===== config.mk =====
export PLATFORM = sky130hd
export DESIGN_NAME = mw8080_input_ports
export DESIGN_NICKNAME = d
export VERILOG_FILES = /design/src/rtl/mw8080_input_ports.sv
export SDC_FILE = /design/constraint.sdc
export NUM_CORES = 1
export LEC_CHECK = 0
export ABC_AREA = 1
export CORE_MARGIN = 2
export CORE_UTILIZATION = 50
export DETAILED_ROUTE_END_ITERATION = 12
export GPL_TIMING_DRIVEN = 0
export HOLD_SLACK_MARGIN = 0.15
export PLACE_DENSITY = 0.69
export SYNTH_ARGS = -nofsm -noshare
export SYNTH_HDL_FRONTEND = slang
export SYNTH_SLANG_ARGS = --single-unit

===== constraint.sdc =====
create_clock -name Clk -period 2.7 [get_ports Clk]
set_input_delay 0.27 -clock Clk [delete_from_list [all_inputs] [get_ports Clk]]
set_output_delay 0.27 -clock Clk [all_outputs]
set_load 0.01 [all_outputs]

===== src/rtl/mw8080_input_ports.sv =====
`default_nettype none
// ============================================================================
// Module      : mw8080_input_ports
// Description : Player-input front end for Midway/Taito 8080 arcade cores.
//               Synchronises and debounces joystick/start/coin/tilt inputs,
//               applies joystick swap, latches tilt, counts coins and turns
//               each accepted coin into a fixed-width pulse via a small
//               saturating queue. Drives the CPU input bytes GDB0..GDB3.
// Ports       : Clk, Rst_n           clock, async active-low reset
//               joy_in[4*NP]         per player {up,down,right,left}, p0 in LSBs
//               start_in[NP]         start buttons, bit0 = 1P
//               coin_in, tilt_in     coin / tilt switches, active high
//               joyswap              swap players 0/1 (no effect if NP<2)
//               dip[8]               DIP switches, sampled once, no debounce
//               GDB0..GDB3[8]        registered CPU input bytes (XOR INV0..3)
//               coin_count[8]        accepted coins, wraps
//               coin_drop            1-cycle strobe: coin lost, queue full
// Revision    : 1.0  initial release
// ============================================================================
module mw8080_input_ports #(
    parameter int         NUM_PLAYERS       = 2,
    parameter int         DEBOUNCE_CYCLES   = 1024,
    parameter int         COIN_PULSE_CYCLES = 65536,
    parameter int         COIN_GAP_CYCLES   = 65536,
    parameter int         COIN_QUEUE        = 3,
    parameter logic [7:0] INV0              = 8'h00,
    parameter logic [7:0] INV1              = 8'h00,
    parameter logic [7:0] INV2              = 8'h00,
    parameter logic [7:0] INV3              = 8'h00
) (
    input  logic                       Clk,
    input  logic                       Rst_n,
    input  logic [4*NUM_PLAYERS-1:0]   joy_in,
    input  logic [NUM_PLAYERS-1:0]     start_in,
    input  logic                       coin_in,
    input  logic                       tilt_in,
    input  logic                       joyswap,
    input  logic [7:0]                 dip,
    output logic [7:0]                 GDB0,
    output logic [7:0]                 GDB1,
    output logic [7:0]                 GDB2,
    output logic [7:0]                 GDB3,
    output logic [7:0]                 coin_count,
    output logic                       coin_drop
);

    localparam int NB      = 5*NUM_PLAYERS + 2;
    localparam int CNT_W   = (DEBOUNCE_CYCLES > 1) ? $clog2(DEBOUNCE_CYCLES) : 1;
    localparam int TMR_MAX = (COIN_PULSE_CYCLES > COIN_GAP_CYCLES) ? COIN_PULSE_CYCLES
                                                                   : COIN_GAP_CYCLES;
    localparam int TMR_W   = (TMR_MAX > 1) ? $clog2(TMR_MAX) : 1;
    localparam int Q_W     = $clog2(COIN_QUEUE + 1);

    localparam logic [TMR_W-1:0] PULSE_LOAD = TMR_W'(COIN_PULSE_CYCLES - 1);
    localparam logic [TMR_W-1:0] GAP_LOAD   = TMR_W'(COIN_GAP_CYCLES - 1);
    localparam logic [Q_W-1:0]   Q_FULL     = Q_W'(COIN_QUEUE);

    typedef enum logic [1:0] {
        S_IDLE  = 2'd0,
        S_PULSE = 2'd1,
        S_GAP   = 2'd2
    } coin_state_t;

    // ------------------------------------------------------------------
    // Input synchronisers: one vector {tilt, coin, start, joy}
    // ------------------------------------------------------------------
    logic [NB-1:0] w_raw;
    logic [NB-1:0] r_sync1;
    logic [NB-1:0] r_sync2;
    logic [NB-1:0] w_stable;
    logic [7:0]    r_dip;

    assign w_raw = {tilt_in, coin_in, start_in, joy_in};

    always_ff @(posedge Clk or negedge Rst_n) begin
        if (!Rst_n) begin
            r_sync1 <= '0;
            r_sync2 <= '0;
            r_dip   <= '0;
        end else begin
            r_sync1 <= w_raw;
            r_sync2 <= r_sync1;
            r_dip   <= dip;
        end
    end

    // ------------------------------------------------------------------
    // Debounce: each bit follows its synced value only after it has
    // disagreed with the stable value for DEBOUNCE_CYCLES consecutive cycles.
    // ------------------------------------------------------------------
    if (DEBOUNCE_CYCLES == 0) begin : g_bypass
        assign w_stable = r_sync2;
    end else begin : g_debounce
        for (genvar i = 0; i < NB; i++) begin : g_bit
            logic [CNT_W-1:0] r_cnt;
            logic             r_stab;

            always_ff @(posedge Clk or negedge Rst_n) begin
                if (!Rst_n) begin
                    r_cnt  <= '0;
                    r_stab <= 1'b0;
                end else if (r_sync2[i] != r_stab) begin
                    if (r_cnt == CNT_W'(DEBOUNCE_CYCLES - 1)) begin
                        r_stab <= r_sync2[i];
                        r_cnt  <= '0;
                    end else begin
                        r_cnt  <= r_cnt + CNT_W'(1);
                    end
                end else begin
                    r_cnt <= '0;
                end
            end

            assign w_stable[i] = r_stab;
        end
    end

    logic [4*NUM_PLAYERS-1:0] w_joy_db;
    logic [NUM_PLAYERS-1:0]   w_st_db;
    logic                     w_coin_db;
    logic                     w_tilt_db;

    assign w_joy_db  = w_stable[4*NUM_PLAYERS-1:0];
    assign w_st_db   = w_stable[5*NUM_PLAYERS-1:4*NUM_PLAYERS];
    assign w_coin_db = w_stable[5*NUM_PLAYERS];
    assign w_tilt_db = w_stable[5*NUM_PLAYERS+1];

    // Absent players read as zero before the output inversion.
    logic [15:0] w_joy_pad;
    logic [15:0] w_joy_sw;
    logic [3:0]  w_st_pad;

    assign w_joy_pad = 16'(w_joy_db);
    assign w_st_pad  = 4'(w_st_db);

    // Swap is taken straight from the pin so a change shows on the next cycle.
    always_comb begin
        w_joy_sw = w_joy_pad;
        if (NUM_PLAYERS >= 2 && joyswap) begin
            w_joy_sw[3:0] = w_joy_pad[7:4];
            w_joy_sw[7:4] = w_joy_pad[3:0];
        end
    end

    // ------------------------------------------------------------------
    // Edge detection, tilt latch, coin queue and counter
    // ------------------------------------------------------------------
    logic r_coin_prev;
    logic r_tilt_prev;
    logic r_tilt;
    logic w_coin_rise;
    logic w_accept;
    logic w_deq;

    logic [Q_W-1:0]   r_queue;
    logic [Q_W-1:0]   w_queue_nxt;
    coin_state_t      r_state;
    coin_state_t      w_state_nxt;
    logic [TMR_W-1:0] r_tmr;
    logic [TMR_W-1:0] w_tmr_nxt;

    assign w_coin_rise = w_coin_db & ~r_coin_prev;
    // A dequeue in the same cycle frees a slot, so a full queue still accepts.
    assign w_accept    = w_coin_rise & ((r_queue != Q_FULL) | w_deq);

    always_comb begin
        w_queue_nxt = r_queue;
        if (w_accept && !w_deq) begin
            w_queue_nxt = r_queue + Q_W'(1);
        end else if (!w_accept && w_deq) begin
            w_queue_nxt = r_queue - Q_W'(1);
        end
    end

    // ------------------------------------------------------------------
    // Coin pulse FSM. When the gap expires with coins pending, the idle
    // decision is taken in the same cycle so gaps are exactly the gap width.
    // ------------------------------------------------------------------
    always_comb begin
        w_state_nxt = r_state;
        w_tmr_nxt   = r_tmr;
        w_deq       = 1'b0;
        case (r_state)
            S_IDLE: begin
                if (r_queue != '0) begin
                    w_deq       = 1'b1;
                    w_state_nxt = S_PULSE;
                    w_tmr_nxt   = PULSE_LOAD;
                end
            end
            S_PULSE: begin
                if (r_tmr == '0) begin
                    w_state_nxt = S_GAP;
                    w_tmr_nxt   = GAP_LOAD;
                end else begin
                    w_tmr_nxt   = r_tmr - TMR_W'(1);
                end
            end
            S_GAP: begin
                if (r_tmr == '0) begin
                    if (r_queue != '0) begin
                        w_deq       = 1'b1;
                        w_state_nxt = S_PULSE;
                        w_tmr_nxt   = PULSE_LOAD;
                    end else begin
                        w_state_nxt = S_IDLE;
                    end
                end else begin
                    w_tmr_nxt = r_tmr - TMR_W'(1);
                end
            end
            default: begin
                w_state_nxt = S_IDLE;
                w_tmr_nxt   = '0;
            end
        endcase
    end

    always_ff @(posedge Clk or negedge Rst_n) begin
        if (!Rst_n) begin
            r_state     <= S_IDLE;
            r_tmr       <= '0;
            r_queue     <= '0;
            r_coin_prev <= 1'b0;
            r_tilt_prev <= 1'b0;
            r_tilt      <= 1'b0;
            coin_count  <= '0;
            coin_drop   <= 1'b0;
        end else begin
            r_state     <= w_state_nxt;
            r_tmr       <= w_tmr_nxt;
            r_queue     <= w_queue_nxt;
            r_coin_prev <= w_coin_db;
            r_tilt_prev <= w_tilt_db;
            if (w_tilt_db && !r_tilt_prev) begin
                r_tilt <= 1'b1;
            end
            if (w_accept) begin
                coin_count <= coin_count + 8'd1;
            end
            coin_drop   <= w_coin_rise & ~w_accept;
        end
    end

    // ------------------------------------------------------------------
    // Registered CPU input bytes
    // ------------------------------------------------------------------
    logic w_coin_bit;
    assign w_coin_bit = (r_state == S_PULSE);

    always_ff @(posedge Clk or negedge Rst_n) begin
        if (!Rst_n) begin
            GDB0 <= INV0;
            GDB1 <= INV1;
            GDB2 <= INV2;
            GDB3 <= INV3;
        end else begin
            GDB0 <= w_joy_sw[7:0] ^ INV0;
            GDB1 <= {r_tilt, w_st_pad[3], w_st_pad[2], 1'b0,
                     w_coin_bit, 1'b0, w_st_pad[1], w_st_pad[0]} ^ INV1;
            GDB2 <= r_dip ^ INV2;
            GDB3 <= w_joy_sw[15:8] ^ INV3;
        end
    end

endmodule
`default_nettype wire


==> flow_metrics.tcl <==
set metrics [dict create \
    fin_hold_ws_ps 188 \
    slew_headroom_pct 43.1 \
    start_kind "register" \
    ir_worst_vdd_uv 455 \
    hold_path.startpoint "joy_in[6]" \
    cts_max_path_buffers 3 \
    fin_crit_ps 2290 \
    dpl.hpwl_um 10400 \
    syn_inst 969 \
    crit_arrival_ps 2680 \
    fp.dieW_um 140 \
    min_path_cells 1 \
    r2r_cells 14 \
    ys_seq_area_share_pct 58.0 \
    nNetsFinal 1098 \
    finalSetupViolations 0 \
    synth-xor-area-share_pct 7.33 \
    ys_warn_count 0 \
    status "complete, no violations" \
    syn_to_final_growth_pct 18.7 \
    crit_fanout 10 \
    leakagePower_nw 5.28 \
    dieArea_sq_um 19700 \
    slew_violations 0 \
    maxCapViolCount 0 \
    htree_num_levels 1 \
    yosys.area_share.simple_pct 21.9 \
    start_util_pct 51.3 \
    crit_buf_inv 2 \
    rows 49 \
    num_antenna_cells 0 \
    grt_usage_pct 16.8 \
    root_buffer "clkbuf_16" \
    final_common_cell "dfrtp_1" \
    holdPathEnd "r_sync1[6]" \
    antenna_found_initial 0 \
    hold_class "input port to register" \
    syn_area_sq_um 9320 \
    period_share_pct 84.7 \
    grt_first_pass_wirelength_um 28000 \
    postRouteAntennaNets 0 \
    finalWeightedCongestion 0.802 \
    yosys.area_share.adder_pct 2.15 \
    design.core.area_sq_um 18100 \
    yosys.area.top_type "dfrtp_1" \
    chipHeight_um 140 \
    vias 6339 \
    synth_top_area_share_pct 58.0 \
    drive_above_1_share_pct 7.89 \
    power_density_nw_per_um2 643 \
    synthMuxAreaShare_pct 0 \
    crit_family "simple AND/OR/NAND/NOR gates" \
    p_total_mw 7.12 \
    overflow 0 \
    synth_compound_area_share_pct 5.90 \
    portBuffers 51 \
    cts_inserted_buffers 24 \
    path_clk_slew_ps 60 \
    post_drt_wl_per_cell_um 12.0 \
    startpoint "r_tmr[0]" \
    syn-mean-instance-area_sq_um 9.61 \
    ys_ff_latch 216 \
    drt_wl_total_um 15700 \
    clock_latency_ps 520 \
    drt-initial-drc-count 276 \
    cts.sinks 216 \
    io_pins 64 \
    rsz0062_at_grt "false" \
    crit_path_end_kind "register" \
    max_stage_delay_ps 390 \
    synth_top_family_by_area "simple AND/OR/NAND/NOR gates" \
    cts_tree "built" \
    dr.pass1.iters 4 \
    r2r_end "r_queue[1]" \
    finClkSkew_ps 12.9 \
    crit_slowest_cell "dfrtp_1" \
    worstMarginPinSlew_ps 853 \
    via_per_inst 4.85 \
    grt_max_degree 120 \
    fmax_mhz 437 \
    synth_area_leaders "dfrtp_1 58%, nor2_1 6.7%, nand2_1 6.3%" \
    crit_chain "inv_1 -> ha_1 -> nand3_1 -> nor2_4 -> nand2_4 -> nand2_4 -> nand2_4 -> nand2_8 -> nand2_4 -> inv_1 -> ha_1 -> a21oi_1 -> o21ai_0 -> xnor2_1" \
    grt_pass1_vias 6313 \
    drc 0 \
    crit_type "register to register" \
    final_cell_mix "216 x dfrtp_1, 167 x nor2_1, 156 x nand2_1" \
    cpMostUsedCell "nand2_4" \
    r2r_setup_slack_ps 410 \
    critPathRequiredTime_ps 3090 \
    reg2reg_from "r_tmr[0]" \
    synth_cell_types 35 \
    hold_viol 0 \
]
final cells by class:
class | instances | area [sq um]
clock buffers | 30 | 653
inverters | 84 | 315
flip-flops and latches | 216 | 5410
fillers | 1527 | 7090
clock inverters | 14 | 211
repair buffers | 53 | 553
well taps | 229 | 287
plain buffers | 17 | 118
multi-input cells | 663 | 3520
kinds of logic after synthesis:
kind of cell,after synthesis
simple gates,456
compound gates,101
flops,216
other cells,1
buf+inv,101
fa+ha+maj,16
xor+xnor,78
metal layers:
metal  vias to the layer above  wire length (um)  GRT usage (%)
met5                         -                 0              0
met4                         0               323           4.47
met3                        29               584           3.25
met2                        82              7150           27.7
met1                      2955              7640           22.9
li1                       3273                 -              -
metrics by stage:
stage	cells	setup WS (ps)	area, sq um	TNS (ps)	util (%)
6_report	1306	413	11100	0	60.9
3_3_place_gp	1260	-7710	10200	-1660250	56.0
4_1_cts	1306	394	11100	0	60.9
3_5_place_dp	1261	421	10200	0	56.1
2_1_floorplan	980	651	9360	0	-
5_1_grt	1306	192	11100	0	60.9
what timing repair did:
action,4_1_cts,5_1_grt
setup buffers,0,0
resized for setup,0,0
hold buffers,1,0
endpoints found under the hold margin,118,0
worst reg2reg max path, stage by stage (launching register included):
cell and delay [ps]:
dfrtp_1 390, inv_1 130, ha_1 190, nand3_1 120
nor2_4 170, nand2_4 110, nand2_4 90, nand2_4 70
nand2_8 100, nand2_4 90, inv_1 90, ha_1 250
a21oi_1 110, o21ai_0 120, xnor2_1 140
sequential cells by signal, indices dropped and copies added (netlist names), 2 cells and up:
name and count:
r_sync2 12, GDB0 8, r_dip 8, r_tmr 16
GDB2 8, g_debounce.g_bit.r_cnt 120, r_sync1 12, GDB1 4
g_debounce.g_bit.r_stab 12, r_state 2, coin_count 8, r_queue 2
where the power goes:
part	switching [mW]	internal (mW)	total, mW
logic	0.159	0.109	0.268
registers	0.0482	3.31	3.36
clock network	1.29	2.20	3.49
worst max-delay path by stage:
stage | to | slack (ps) | cells past startpoint
after global routing | r_queue[1] | 190 | 14
after detailed placement | r_queue[1] | 420 | 14
after CTS | r_queue[1] | 390 | 14
final | r_queue[1] | 410 | 14
after global placement | coin_count[7] | -7710 | 1
after floorplan | r_queue[1] | 650 | 14
Yosys cell counts, drive strengths merged:
master and n:
nand2 164, nor2 179, nand3b 8, buf 15
and3 4, or2 1, dfrtp 216, o21bai 4
a31oi 2, xor2 59, nand3 56, nor3b 18
o22ai 2, xnor2 19, clkbuf 2, ha 16
nor3 12, o21ai 52, a21oi 35, inv 84
o21a 1, a31o 5, nand4 14, conb 1
No activity file was read; power rests on OpenSTA's default activity.
